===== src/rtl/wam_pkg.sv =====
// wam_pkg: shared types and constants for the Whac-A-Mole round controller.
package wam_pkg;

  typedef enum logic [1:0] {
    IDLE = 2'd0,
    UP   = 2'd1,
    GAP  = 2'd2,
    OVER = 2'd3
  } state_t;

  localparam int unsigned LEVEL_W   = 3;
  localparam int unsigned LIFE_W    = 4;
  localparam logic [7:0]  LFSR_SEED = 8'hA5;

  // Galois right-shift step for x^8+x^6+x^5+x^4+1 (tap mask 8'hB8).
  function automatic logic [7:0] lfsr_next(input logic [7:0] s);
    return s[0] ? ((s >> 1) ^ 8'hB8) : (s >> 1);
  endfunction

endpackage


===== src/rtl/wam_lfsr.sv =====
// wam_lfsr: free-running 8-bit Galois LFSR; clr reloads the seed.
// Only the low three bits leave the block, since they are all the mole
// selector needs.
module wam_lfsr
  import wam_pkg::*;
(
  input  logic       clk,
  input  logic       clr,
  output logic [2:0] rnd
);

  logic [7:0] lfsr;

  assign rnd = lfsr[2:0];

  // Advance the sequence every cycle, regardless of game state.
  always_ff @(posedge clk or posedge clr) begin
    if (clr) lfsr <= LFSR_SEED;
    else     lfsr <= lfsr_next(lfsr);
  end

endmodule


===== src/rtl/wam_ctl.sv =====
// wam_ctl: Whac-A-Mole round controller and difficulty scheduler.
// Optional feature macro: WAM_PENALTY_EN (wrong presses in UP cost 2 ticks).
module wam_ctl
  import wam_pkg::*;
#(
  parameter int unsigned TICK_DIV   = 50_000_000,
  parameter int unsigned GAME_TICKS = 60,
  parameter int unsigned LIFE0      = 4,
  parameter int unsigned LIFE_MIN   = 1,
  parameter int unsigned LEVEL_MAX  = 7
) (
  input  logic               clk,
  input  logic               clr,
  input  logic               start,
  input  logic [7:0]         btn,
  input  logic               lvl_up,
  output logic [7:0]         mole,
  output logic [7:0]         hit,
  output logic               scr_clr,
  output logic [LEVEL_W-1:0] level,
  output logic [7:0]         time_left,
  output logic [1:0]         state
);

  localparam int unsigned PW = (TICK_DIV > 1) ? $clog2(TICK_DIV) : 1;
  localparam logic [PW-1:0]      PRE_TOP     = PW'(TICK_DIV - 1);
  localparam logic [LIFE_W-1:0]  LIFE0_V     = LIFE_W'(LIFE0);
  localparam logic [LIFE_W-1:0]  LIFE_MIN_V  = LIFE_W'(LIFE_MIN);
  localparam logic [LEVEL_W-1:0] LEVEL_MAX_V = LEVEL_W'(LEVEL_MAX);
  localparam logic [7:0]         GAME_V      = 8'(GAME_TICKS);

  state_t             st;
  logic [7:0]         btn_q;
  logic [7:0]         press;
  logic [2:0]         lv_s;
  logic [PW-1:0]      pre;
  logic [PW-1:0]      gap_cnt;
  logic [LIFE_W-1:0]  life;
  logic [2:0]         cur_idx;

  logic [2:0]         rnd;
  logic [2:0]         nidx;
  logic [LIFE_W-1:0]  lvl_ext;
  logic [LIFE_W-1:0]  life_load;
  logic [7:0]         dec;
  logic [7:0]         tl_next;
  logic               active;
  logic               tick;
  logic               gap_done;
  logic               good;
  logic               pen;
  logic               lvl_rise;

  wam_lfsr u_lfsr (
    .clk (clk),
    .clr (clr),
    .rnd (rnd)
  );

  assign state    = st;
  assign active   = (st == UP) || (st == GAP);
  assign tick     = active && (pre == PRE_TOP);
  assign gap_done = (gap_cnt == PRE_TOP);
  assign good     = (st == UP) && (|(press & mole));
  assign lvl_rise = lv_s[1] & ~lv_s[2];

`ifdef WAM_PENALTY_EN
  assign pen = (st == UP) && (|(press & ~mole));
`else
  assign pen = 1'b0;
`endif

  // Next mole index (never repeats the last one), lifetime for the current
  // level, and the round-timer decrement (tick plus optional penalty).
  always_comb begin
    nidx = rnd;
    if (rnd == cur_idx) nidx = rnd + 3'd1;
    lvl_ext   = {1'b0, level};
    life_load = (LIFE0_V > lvl_ext) ? (LIFE0_V - lvl_ext) : '0;
    if (life_load < LIFE_MIN_V) life_load = LIFE_MIN_V;
    dec     = {6'd0, pen, tick};
    tl_next = (time_left > dec) ? (time_left - dec) : '0;
  end

  // Round FSM with edge detection, level synchroniser, timers and outputs.
  // A hit is issued even on the cycle the round ends; round end then
  // overrides the UP/GAP transition so no new mole can rise.
  always_ff @(posedge clk or posedge clr) begin
    if (clr) begin
      st        <= IDLE;
      btn_q     <= '0;
      press     <= '0;
      lv_s      <= '0;
      pre       <= '0;
      gap_cnt   <= '0;
      life      <= '0;
      cur_idx   <= '0;
      mole      <= '0;
      hit       <= '0;
      scr_clr   <= 1'b0;
      level     <= '0;
      time_left <= '0;
    end else begin
      btn_q   <= btn;
      press   <= btn & ~btn_q;
      lv_s    <= {lv_s[1:0], lvl_up};
      hit     <= '0;
      scr_clr <= 1'b0;
      unique case (st)
        IDLE, OVER: begin
          mole    <= '0;
          pre     <= '0;
          gap_cnt <= '0;
          if (start) begin
            scr_clr   <= 1'b1;
            level     <= '0;
            time_left <= GAME_V;
            st        <= GAP;
          end
        end
        UP, GAP: begin
          pre       <= tick ? '0 : pre + 1'b1;
          time_left <= tl_next;
          if (lvl_rise && (level != LEVEL_MAX_V)) level <= level + 1'b1;
          if (st == UP) begin
            hit <= press & mole;
            if (tick) life <= (life != '0) ? life - 1'b1 : '0;
          end
          if (tl_next == '0) begin
            mole <= '0;
            st   <= OVER;
          end else if (st == UP) begin
            if (good || (tick && (life <= LIFE_W'(1)))) begin
              mole    <= '0;
              gap_cnt <= '0;
              st      <= GAP;
            end
          end else if (gap_done) begin
            cur_idx <= nidx;
            mole    <= 8'd1 << nidx;
            life    <= life_load;
            st      <= UP;
          end else begin
            gap_cnt <= gap_cnt + 1'b1;
          end
        end
      endcase
    end
  end

endmodule


===== config.mk =====
export PLATFORM = sky130hd
export DESIGN_NAME = wam_ctl
export DESIGN_NICKNAME = d
export VERILOG_FILES = /design/src/rtl/wam_pkg.sv /design/src/rtl/wam_lfsr.sv /design/src/rtl/wam_ctl.sv
export SDC_FILE = /design/constraint.sdc
export NUM_CORES = 1
export LEC_CHECK = 0
export ABC_CLOCK_PERIOD_IN_PS = 3500
export BUFFER_PORTS_ARGS = -buffer_cell sky130_fd_sc_hd__buf_2
export CAP_MARGIN = 20
export CORE_ASPECT_RATIO = 1.2
export CORE_UTILIZATION = 40
export CTS_CLUSTER_DIAMETER = 200
export DETAILED_ROUTE_END_ITERATION = 8
export PLACE_DENSITY = 0.59
export SYNTH_ARGS = -nofsm -noshare
export SYNTH_HDL_FRONTEND = slang
export SYNTH_SLANG_ARGS = --single-unit

===== constraint.sdc =====
create_clock -name clk -period 3.5 [get_ports clk]
set_clock_uncertainty 0.15 [all_clocks]
set_input_delay 0.175 -clock clk [delete_from_list [all_inputs] [get_ports clk]]
set_output_delay 0.175 -clock clk [all_outputs]
set_load 0.05 [all_outputs]

==> flow_metrics.py, run 1 <==
metrics = {
    "detailed_routing": {
        "antenna_left": 0,
        "routedWlPerCell_um": 16.2,
        "num_vias": 4792,
        "drt-total-wl_um": 13900,
        "drt_iter0_drc": 287,
        "dr.pass1.iters": 4,
        "drc": 0,
        "viasPerCell": 5.59,
    },
    "placement": {
        "gp_congestion": 0.816,
        "dpl_worst_slack_ns": 0.0368,
        "dp_hpwl_um": 9140,
        "portBuffers": 41,
    },
    "die": {
        "io-pin-count": 42,
        "die_x_um": 112,
        "die-area_um2": 15000,
        "rows": 47,
        "die_h_um": 134,
        "start_util_pct": 41.5,
        "coreArea_um2": 14000,
    },
    "cells_and_area": {
        "syn2layout_area_growth_pct": 24.9,
        "antenna_cells": 0,
        "final_nets": 695,
        "drive_above_1_share_pct": 21.0,
    },
    "sta": {
        "setup_ws_ns": 0.107,
        "fmax_mhz": 295,
        "period_needed_ns": 3.39,
        "rsz0062_at_grt": "yes",
        "fin_setup_tns_ns": 0,
        "worst-slew-pin-transition_ns": 0.904,
        "finalHoldViolations": 0,
        "final-max-slew-violation-count": 0,
        "slew_headroom_pct": 38.9,
        "setup_viol_count_final": 0,
        "period_share_pct": 96.9,
    },
    "clock_network": {
        "cts.path.max_buffers": 2,
        "cts-root-buf": "clkbuf_16",
        "htreeDepth": 4,
        "clock_sinks": 116,
        "cts-buffers-inserted": 17,
        "clkTransAtPathRegs_ns": 0.06,
        "cts_tree": "yes",
        "clk_latency_ns": 0.42,
    },
    "setup_path": {
        "required_ns": 3.65,
        "timing.rr.end": "life[2]",
        "max_stage_delay_ns": 0.42,
        "critPathKind": "flop to flop",
        "ff2ff_path_depth": 12,
        "timing.rr.start": "state[0]",
        "worst_path_max_delay_cell": "dfrtp_2",
        "worstPathArrival_ns": 3.54,
        "end_kind": "flop",
        "path_max_fanout": 5,
        "path_cells": "inv_2 -> ha_4 -> nor4b_4 -> nand4_1 -> nor3_2 -> ha_2 -> nor2b_4 -> o211a_1 -> a21o_4 -> and3_4 -> o31a_1 -> a311o_1",
        "start_kind": "flop",
        "reg2reg_slack_ns": 0.11,
    },
    "worst_hold_path": {
        "worst_hold_path.endpoint": "lv_s[1]",
        "min_path_type": "flop to flop",
        "holdCritStartpoint": "lv_s[0]",
        "min_path_cells": 0,
    },
    "logic_synthesis": {
        "ys_types": 68,
        "ys_warn_count": 0,
        "yosysSeqAreaShare_pct": 50.0,
        "ys_seq_elements": 116,
        "synth_area_per_cell_um2": 9.69,
        "ys.flop_type": "dfrtp_1",
        "netlist_instances": 600,
        "syn_area_um2": 5810,
        "syn_nets": 622,
        "synth_edf_count": 0,
        "async_flop_share_pct": 100,
    },
    "pwr": {
        "p_leak_nw": 3.35,
        "irDropWorstVdd_uv": 335,
        "p_per_area_nw_per_um2": 422,
    },
    "global_routing": {
        "grt_pass1_vias": 4692,
        "globalRouteTotalUtil_pct": 19.2,
        "grt_pass1_wl_um": 22900,
        "antenna_found_initial": 0,
        "grt_max_degree": 68,
        "grt_overflow_total": 0,
    },
    "flow_run": {
        "drv_cap": 0,
    },
    "outcome": {
        "status": "complete, no violations",
    },
}
## registers in the layout, summed over array words and instances, names as in the netlist
| register | flops |
|---|---|
| pre | 26 |
| lv_s | 3 |
| gap_cnt | 26 |
| time_left | 8 |
| cur_idx | 3 |
| scr_clr | 1 |
| life | 4 |
| hit | 8 |
| press | 8 |
| state | 2 |
| level | 3 |
| mole | 8 |
| btn_q | 8 |
| u_lfsr.lfsr | 8 |
## worst max-delay path by stage
stage	startpoint	endpoint	slack, ns	cells after the start
detailed placement	state[0]	life[2]	0.04	13
floorplan	state[0]	life[2]	0.03	12
CTS	state[0]	life[2]	0.03	13
global route	state[0]	gap_cnt[24]	-0.06	13
global placement	state[0]	life[2]	0.17	13
finish	state[0]	life[2]	0.11	12
## metrics by stage
stage / total power, mW / util, % / cells / hold slack (ns) / cell area (um^2)
after detailed placement: 1.42 / 45.0 / 805 / 0.135 / 6290
after global placement: 1.42 / 45.0 / 805 / 0.132 / 6290
final: 3.06 / 51.9 / 857 / 0.198 / 7260
after CTS: 3.11 / 49.8 / 848 / 0.201 / 6970
after global routing: 3.17 / 51.9 / 857 / 0.207 / 7260
after floorplan: 1.40 / - / 600 / 0.0564 / 5870
## critical path, delay by kind of cell, from the launching register on
kind	cells	cell delay, ns
AO/OA/AOI/OAI	4	1.00
adder cells (fa/ha/maj)	2	0.54
buffers and inverters	1	0.07
flip-flops	1	0.42
AND/OR/NAND/NOR	5	1.09
## cells in the mapped netlist (4+ instances only)
cell type / count / area [um^2]
inv_1: 23 / 86.3
o21ai_0: 18 / 90.1
nor3_1: 12 / 60.1
a21o_1: 5 / 37.5
nand2b_1: 7 / 43.8
o21a_1: 4 / 30.0
dfstp_2: 4 / 105
o31ai_1: 6 / 45.0
or3_1: 6 / 37.5
nor4_1: 8 / 50.1
nor2b_1: 13 / 81.3
xnor2_1: 8 / 70.1
nand2_1: 51 / 191
nand4_1: 11 / 68.8
mux2i_1: 12 / 120
xor2_1: 25 / 219
clkbuf_1: 17 / 63.8
a41oi_1: 5 / 43.8
a31oi_1: 30 / 188
a2bb2oi_1: 4 / 35.0
ha_1: 10 / 125
and3_1: 6 / 37.5
nor2_1: 74 / 278
nand3_1: 31 / 155
a21oi_1: 26 / 130
and4_1: 5 / 43.8
dfrtp_1: 112 / 2800
## layout make-up
type	count	area, um^2
Timing Repair Buffer	77	548
Clock inverter	14	130
Sequential cell	116	2910
Inverter	23	92.6
Tap cell	171	214
Fill cell	1262	6740
Clock buffer	18	439
Multi-Input combinational cell	438	2930
## metal layers
metal,routed length (um),up-vias,GRT usage [%]
met5,0,-,0
met4,220,0,8.81
met3,360,18,4.25
met2,7130,93,31.8
met1,6200,2368,24.1
li1,-,2313,-
## where the power goes
group	total [mW]	switching, mW	internal, mW
logic	0.0479	0.0313	0.0166
clock network	1.66	0.658	1.00
registers	1.36	0.00311	1.35
total	3.06	0.693	2.37
## logic make-up after synthesis
logic type	share of synthesized area, %
compound gates	15.1
mux	2.07
buf+inv	3.42
simple gates	22.3
flops	50.0
xor+xnor	4.97
fa+ha+maj	2.15
## what timing repair did
item	CTS	global route
buffers inserted	0	8
endpoints found under the setup margin	0	33
gates resized for setup	0	35
hold endpoints to repair	135	0
hold buffers	11	0
## cells in the final DEF, fill, tap and decap left out, types with 5 or more instances in the layout
master	instances
nand3_1	30
nor3_1	9
nand2_1	51
a41oi_1	5
mux2i_1	12
ha_1	7
a31oi_1	22
o21ai_0	18
o31ai_1	6
dfrtp_1	110
xor2_1	25
clkbuf_16	18
nor4_1	8
nor2_1	74
and3_1	6
a21oi_1	26
clkinvlp_4	5
inv_1	20
buf_4	20
buf_2	41
dlygate4sd3_1	11
and4_1	5
nand4_1	11
nand2b_1	7
a31oi_4	5
or3_1	6
xnor2_1	8
nor2b_1	11
Power figures use the tool's default switching activity.
==> run 2, diff against run 1 <==
--- a/config.mk
+++ b/config.mk
@@ -5,6 +5,7 @@
 export SDC_FILE = /design/constraint.sdc
 export NUM_CORES = 1
 export LEC_CHECK = 0
+export ABC_AREA = 1
 export ABC_CLOCK_PERIOD_IN_PS = 3500
 export BUFFER_PORTS_ARGS = -buffer_cell sky130_fd_sc_hd__buf_2
 export CAP_MARGIN = 20
==> flow_metrics.py, run 2 <==
metrics = {
    "setup_path": {
        "cp_top_family": "simple AND/OR/NAND/NOR gates",
        "path_buf_inv": 2,
        "path_cells": "ha_1 -> nor2_1 -> nand4_1 -> nor2_1 -> nand2_1 -> inv_1 -> ha_1 -> ha_2 -> nand2_2 -> nand2_2 -> nand2_4 -> o21ai_2 -> nand2_2 -> nor2_4 -> nand2_4 -> inv_4 -> nand2_8 -> nand2_4 -> o21ai_2",
        "worst_path_max_delay_cell": "dfrtp_1",
        "max_stage_delay_ns": 0.40,
        "critPathKind": "flop to flop",
        "worstPathArrival_ns": 3.40,
        "end_kind": "flop",
        "start_kind": "flop",
        "required_ns": 3.66,
        "path_max_fanout": 18,
    },
    "pwr": {
        "pwr-share-seq_pct": 31.9,
        "sw_frac_of_total_pct": 41.6,
        "p_int_mw": 2.71,
        "p_leak_nw": 3.59,
        "p_sw_mw": 1.93,
        "power_frac_clock_pct": 35.4,
        "irDropWorstVdd_uv": 378,
        "p_per_area_nw_per_um2": 608,
        "combPwrFrac_pct": 32.7,
    },
    "die": {
        "die-area_um2": 16600,
        "rows": 50,
        "start_util_pct": 41.1,
        "io-pin-count": 42,
        "die_x_um": 118,
        "die_h_um": 141,
        "coreArea_um2": 15600,
    },
    "cells_and_area": {
        "final_nets": 904,
        "antenna_cells": 0,
        "syn2layout_area_growth_pct": 18.8,
        "design_area_um2": 7640,
        "fin_util_pct": 48.8,
        "drive_above_1_share_pct": 19.0,
        "final_cell_mix": "nand2_1, nor2_1, dfrtp_1",
        "mostFrequentLayoutCell": "nand2_1",
        "top_regs": "gap_cnt x26, pre x26",
    },
    "logic_synthesis": {
        "synth_edf_count": 0,
        "ys_warn_count": 0,
        "synth_simple_gate_area_share_pct": 34.0,
        "synth_area_per_cell_um2": 7.91,
        "synth_top_family_by_area": "simple AND/OR/NAND/NOR gates",
        "ys.flop_type": "dfrtp_1",
        "async_flop_share_pct": 100,
        "yosys.area_share.adder_pct": 1.95,
        "ys_types": 45,
        "synth_xor_area_share_pct": 3.13,
        "syn_nets": 835,
        "yosysSeqAreaShare_pct": 45.2,
        "synth_top_area_share_pct": 43.6,
        "ys_seq_elements": 116,
        "synth_area_leader_cell": "dfrtp_1",
        "yosys-top-cells-area": "dfrtp_1, nand2_1, nor2_1",
        "synth_compound_area_share_pct": 8.10,
        "netlist_instances": 813,
        "yosysMostFrequentCell": "nand2_1",
        "synth_common_cells": "nand2_1, nor2_1, dfrtp_1",
        "synthMuxAreaShare_pct": 0,
        "syn_area_um2": 6430,
    },
    "detailed_routing": {
        "drt_iter0_drc": 261,
        "dr.pass1.iters": 5,
        "routedWlPerCell_um": 14.6,
        "highest-signal-layer": "met4",
        "drc": 0,
        "wl_met3_um": 389,
        "drt-met1-wl_um": 7030,
        "num_vias": 5541,
        "drt-total-wl_um": 16100,
        "antenna_left": 0,
        "dr_wl_met2_um": 8300,
        "viasPerCell": 5.02,
    },
    "placement": {
        "gp_congestion": 0.905,
        "dpl_worst_slack_ns": 0.123,
        "dp_hpwl_um": 11000,
        "placed_area_um2": 6860,
        "portBuffers": 41,
    },
    "clock_network": {
        "htreeDepth": 4,
        "clkTransAtPathRegs_ns": 0.06,
        "clk_latency_ns": 0.42,
        "cts_tree": "yes",
        "clock_sinks": 116,
        "cts.path.max_buffers": 2,
        "cts-root-buf": "clkbuf_16",
        "cts-buffers-inserted": 17,
    },
    "global_routing": {
        "grt_max_degree": 71,
        "grt_overflow_total": 0,
        "globalRouteTotalUtil_pct": 19.3,
        "grt_pass1_vias": 5246,
        "grt_pass1_wl_um": 25200,
        "antenna_found_initial": 0,
    },
    "sta": {
        "setup_viol_count_final": 0,
        "slew_headroom_pct": 41.2,
        "fin_setup_tns_ns": 0,
        "final-max-slew-violation-count": 0,
        "whs_ns": 0.195,
        "period_needed_ns": 3.24,
        "rsz0062_at_grt": "no",
        "worst-slew-pin-transition_ns": 0.883,
        "finalHoldViolations": 0,
        "fmax_mhz": 308,
        "period_share_pct": 92.7,
        "setup_ws_ns": 0.257,
    },
    "worst_hold_path": {
        "min_path_type": "flop to flop",
    },
    "flow_run": {
        "drv_cap": 0,
    },
    "outcome": {
        "status": "complete, no violations",
    },
}
==> run 2: cell count changes after synthesis, sizes merged, moves of 12 or more <==
cell,before,now
nand2,51,201
inv,23,97
nor2,74,131
a31oi,31,1
nand3,31,61
o21ai,21,47
nor3,13,36
a21oi,28,10
nand4,12,30
nor2b,13,0
mux2i,12,0
xor2,25,13
==> run 2: what timing repair did <==
| action | CTS | global route |
|---|---|---|
| resized for setup | 0 | 7 |
| buffers inserted | 0 | 0 |
| setup endpoints to repair | 0 | 26 |
| hold buffers | 11 | 0 |
| hold endpoints to repair | 81 | 0 |
==> run 2: layout make-up <==
| type | instances | area [um^2] |
|---|---|---|
| fillers | 1518 | 8000 |
| multi-input cells | 587 | 3150 |
| flip-flops and latches | 116 | 2910 |
| clock buffers | 19 | 443 |
| repair buffers | 62 | 390 |
| inverters | 98 | 375 |
| well taps | 208 | 260 |
| clock inverters | 13 | 114 |
==> run 2: path summary, 6_finish.rpt <==
kind	start	to	slack [ns]	cells past startpoint
worst min-delay path	u_lfsr.lfsr[3]	u_lfsr.lfsr[2]	0.20	0
worst max register to register	state[1]	gap_cnt[8]	0.26	19
max in group asynchronous	clr	gap_cnt[19]	2.06	4
worst min register to register	u_lfsr.lfsr[3]	u_lfsr.lfsr[2]	0.20	0
worst max-delay path	state[1]	gap_cnt[8]	0.26	19
min in group asynchronous	clr	btn_q[1]	0.35	3
==> run 2: power by group through the flow <==
stage / logic [mW] / clock network (mW) / registers (mW)
after CTS: 1.40 / 1.68 / 1.48
after global placement: 1.38 / 0 / 1.50
after global routing: 1.66 / 1.74 / 1.49
final: 1.52 / 1.65 / 1.48
after floorplan: 0.909 / 0 / 1.62
after detailed placement: 1.38 / 0 / 1.51
==> run 2: cell families after synthesis <==
family | after synthesis
compound gates | 75
xor+xnor | 23
fa+ha+maj | 10
buf+inv | 116
flops | 116
simple gates | 473
==> run 2: routing by layer <==
metal | GRT usage [%] | vias up
met5 | 0 | -
li1 | - | 2784
met2 | 34.6 | 75
met4 | 9.18 | 0
met3 | 3.68 | 28
met1 | 22.2 | 2654
==> run 2: metrics by stage <==
stage	power, mW	std cells
after floorplan	2.53	813
after global placement	2.89	1054
after detailed placement	2.89	1054
after CTS	4.56	1097
after global routing	4.89	1103
final	4.65	1103
==> run 3, diff against run 2 <==
--- a/config.mk
+++ b/config.mk
@@ -10,10 +10,10 @@
 export BUFFER_PORTS_ARGS = -buffer_cell sky130_fd_sc_hd__buf_2
 export CAP_MARGIN = 20
 export CORE_ASPECT_RATIO = 1.2
-export CORE_UTILIZATION = 40
+export CORE_UTILIZATION = 55
 export CTS_CLUSTER_DIAMETER = 200
 export DETAILED_ROUTE_END_ITERATION = 8
-export PLACE_DENSITY = 0.59
+export PLACE_DENSITY = 0.76
 export SYNTH_ARGS = -nofsm -noshare
 export SYNTH_HDL_FRONTEND = slang
 export SYNTH_SLANG_ARGS = --single-unit
==> flow_metrics.py, run 3 (synthesis results as in run 2) <==
metrics = {
    "sta": {
        "rsz0062_at_grt": "no",
        "setup_viol_count_final": 0,
        "final-max-slew-violation-count": 0,
        "period_needed_ns": 3.22,
        "worst-slew-pin-transition_ns": 0.847,
        "fmax_mhz": 310,
        "finalHoldViolations": 0,
        "slew_headroom_pct": 43.5,
        "period_share_pct": 92.1,
        "fin_setup_tns_ns": 0,
    },
    "setup_path": {
        "max_stage_delay_ns": 0.37,
        "ff2ff_path_depth": 21,
        "end_kind": "flop",
        "timing.rr.end": "gap_cnt[7]",
        "critPathKind": "flop to flop",
        "path_cells": "inv_1 -> ha_1 -> nor2_2 -> nand4_1 -> nor2_2 -> nand2_1 -> inv_1 -> ha_1 -> ha_2 -> nand2_2 -> nand2_2 -> nand2_4 -> o21ai_2 -> nand2_2 -> nor2_4 -> nand2_4 -> inv_4 -> nand2_8 -> nand2_4 -> nand2_1 -> o21ai_2",
        "worst_path_max_delay_cell": "dfrtp_1",
        "worstPathArrival_ns": 3.43,
        "path_max_fanout": 18,
        "reg2reg_slack_ns": 0.28,
        "timing.rr.start": "state[0]",
        "required_ns": 3.70,
        "start_kind": "flop",
    },
    "detailed_routing": {
        "drc": 0,
        "num_vias": 5688,
        "dr.pass1.iters": 4,
        "drt_iter0_drc": 414,
        "routedWlPerCell_um": 15.3,
        "viasPerCell": 5.42,
        "drt-total-wl_um": 16000,
        "antenna_left": 0,
    },
    "placement": {
        "dp_hpwl_um": 10800,
        "gp_congestion": 0.913,
        "placed_area_um2": 6770,
        "placedCellCount": 998,
        "portBuffers": 41,
    },
    "global_routing": {
        "antenna_found_initial": 0,
        "grt_pass1_vias": 5567,
        "grt_pass1_wl_um": 25400,
        "globalRouteTotalUtil_pct": 27.3,
        "grt_max_degree": 71,
        "grt_overflow_total": 0,
    },
    "clock_network": {
        "cts-root-buf": "clkbuf_16",
        "htreeDepth": 4,
        "clkTransAtPathRegs_ns": 0.06,
        "clk_latency_ns": 0.43,
        "cts_tree": "yes",
        "clock_sinks": 116,
        "cts.path.max_buffers": 2,
        "cts-buffers-inserted": 17,
    },
    "die": {
        "die-area_um2": 12100,
        "die_x_um": 101,
        "io-pin-count": 42,
        "rows": 42,
        "coreArea_um2": 11200,
        "start_util_pct": 57.4,
        "die_h_um": 120,
    },
    "flow_run": {
        "drv_cap": 0,
    },
    "cells_and_area": {
        "finalNonFillerCells": 1049,
        "antenna_cells": 0,
        "drive_above_1_share_pct": 19.3,
        "final_cell_mix": "nand2_1, nor2_1, dfrtp_1",
        "design_area_um2": 7610,
        "mostFrequentLayoutCell": "nand2_1",
        "final_nets": 904,
        "fill_cells": 947,
        "syn2layout_area_growth_pct": 18.5,
        "top_regs": "gap_cnt x26, pre x26",
    },
    "worst_hold_path": {
        "min_path_type": "flop to flop",
        "min_path_cells": 0,
        "holdCritStartpoint": "lv_s[0]",
        "worst_hold_path.endpoint": "lv_s[1]",
    },
    "pwr": {
        "p_per_area_nw_per_um2": 627,
        "p_leak_nw": 3.61,
        "irDropWorstVdd_uv": 433,
    },
    "outcome": {
        "status": "complete, no violations",
    },
}
[run 3: changes by cell type in the layout (fill, tap and decap cells not counted)]
cell,previous run,this run
nor2_2,10,12
clkbuf_1,1,0
clkinv_2,0,1
clkinv_4,2,3
clkbuf_8,1,0
inv_6,8,6
bufinv_16,0,2
nor2_1,117,115
[run 3: worst max-delay path, delay by kind of cell (launching register included)]
kind	cells	cell delay [ns]
and+or+nand+nor	13	1.48
DFF	1	0.37
AOI/OAI and AO/OA	2	0.15
adders and majority gates	3	0.76
buffers and inverters	3	0.22
[run 3: worst max-delay path by stage]
stage / startpoint / to / slack [ns] / cells after the start
final: state[0] / gap_cnt[7] / 0.28 / 21
after global placement: state[0] / gap_cnt[20] / 0.26 / 20
after floorplan: clr / btn_q[0] / 0.11 / 1
after CTS: state[0] / gap_cnt[1] / 0.05 / 21
after global routing: state[0] / gap_cnt[1] / 0.02 / 21
after detailed placement: state[0] / gap_cnt[15] / 0.08 / 21
[run 3: per-stage QoR]
stage          setup slack [ns]  hold WS, ns  util, %  power (mW)
2_1_floorplan             0.109       0.0564        -        2.53
3_3_place_gp              0.257        0.134     60.5        2.81
3_5_place_dp             0.0841        0.134     60.5        2.86
4_1_cts                  0.0504        0.204     66.8        4.62
5_1_grt                  0.0194        0.206     68.0        4.98
6_report                  0.275        0.205     68.0        4.77
[run 3: report_power, final]
part / leakage, nW / switching [mW] / internal [mW]
clock network: 0.288 / 0.678 / 1.07
registers: 1.54 / 0.0667 / 1.42
logic: 1.79 / 1.17 / 0.373
[run 3: metal layers]
layer  wire length [um]  track usage [%]
met1               6340             29.9
met2               8580             49.5
met3                586             6.47
met4                542             12.2
met5                  0                0
[run 3: layout make-up]
type / instances / area (um^2) / share of cell area (%)
Multi-Input combinational cell: 587 / 3150 / 41.4
Sequential cell: 116 / 2910 / 38.2
Clock buffer: 17 / 425 / 5.59
Timing Repair Buffer: 62 / 390 / 5.13
Inverter: 98 / 375 / 4.93
Tap cell: 154 / 193 / 2.53
Clock inverter: 15 / 170 / 2.23
[run 3: timing repair]
action	in CTS	in global routing
hold buffers	11	0
buffers inserted	0	2
resized for setup	0	9
endpoints found under the hold margin	82	0
setup endpoints to repair	0	36
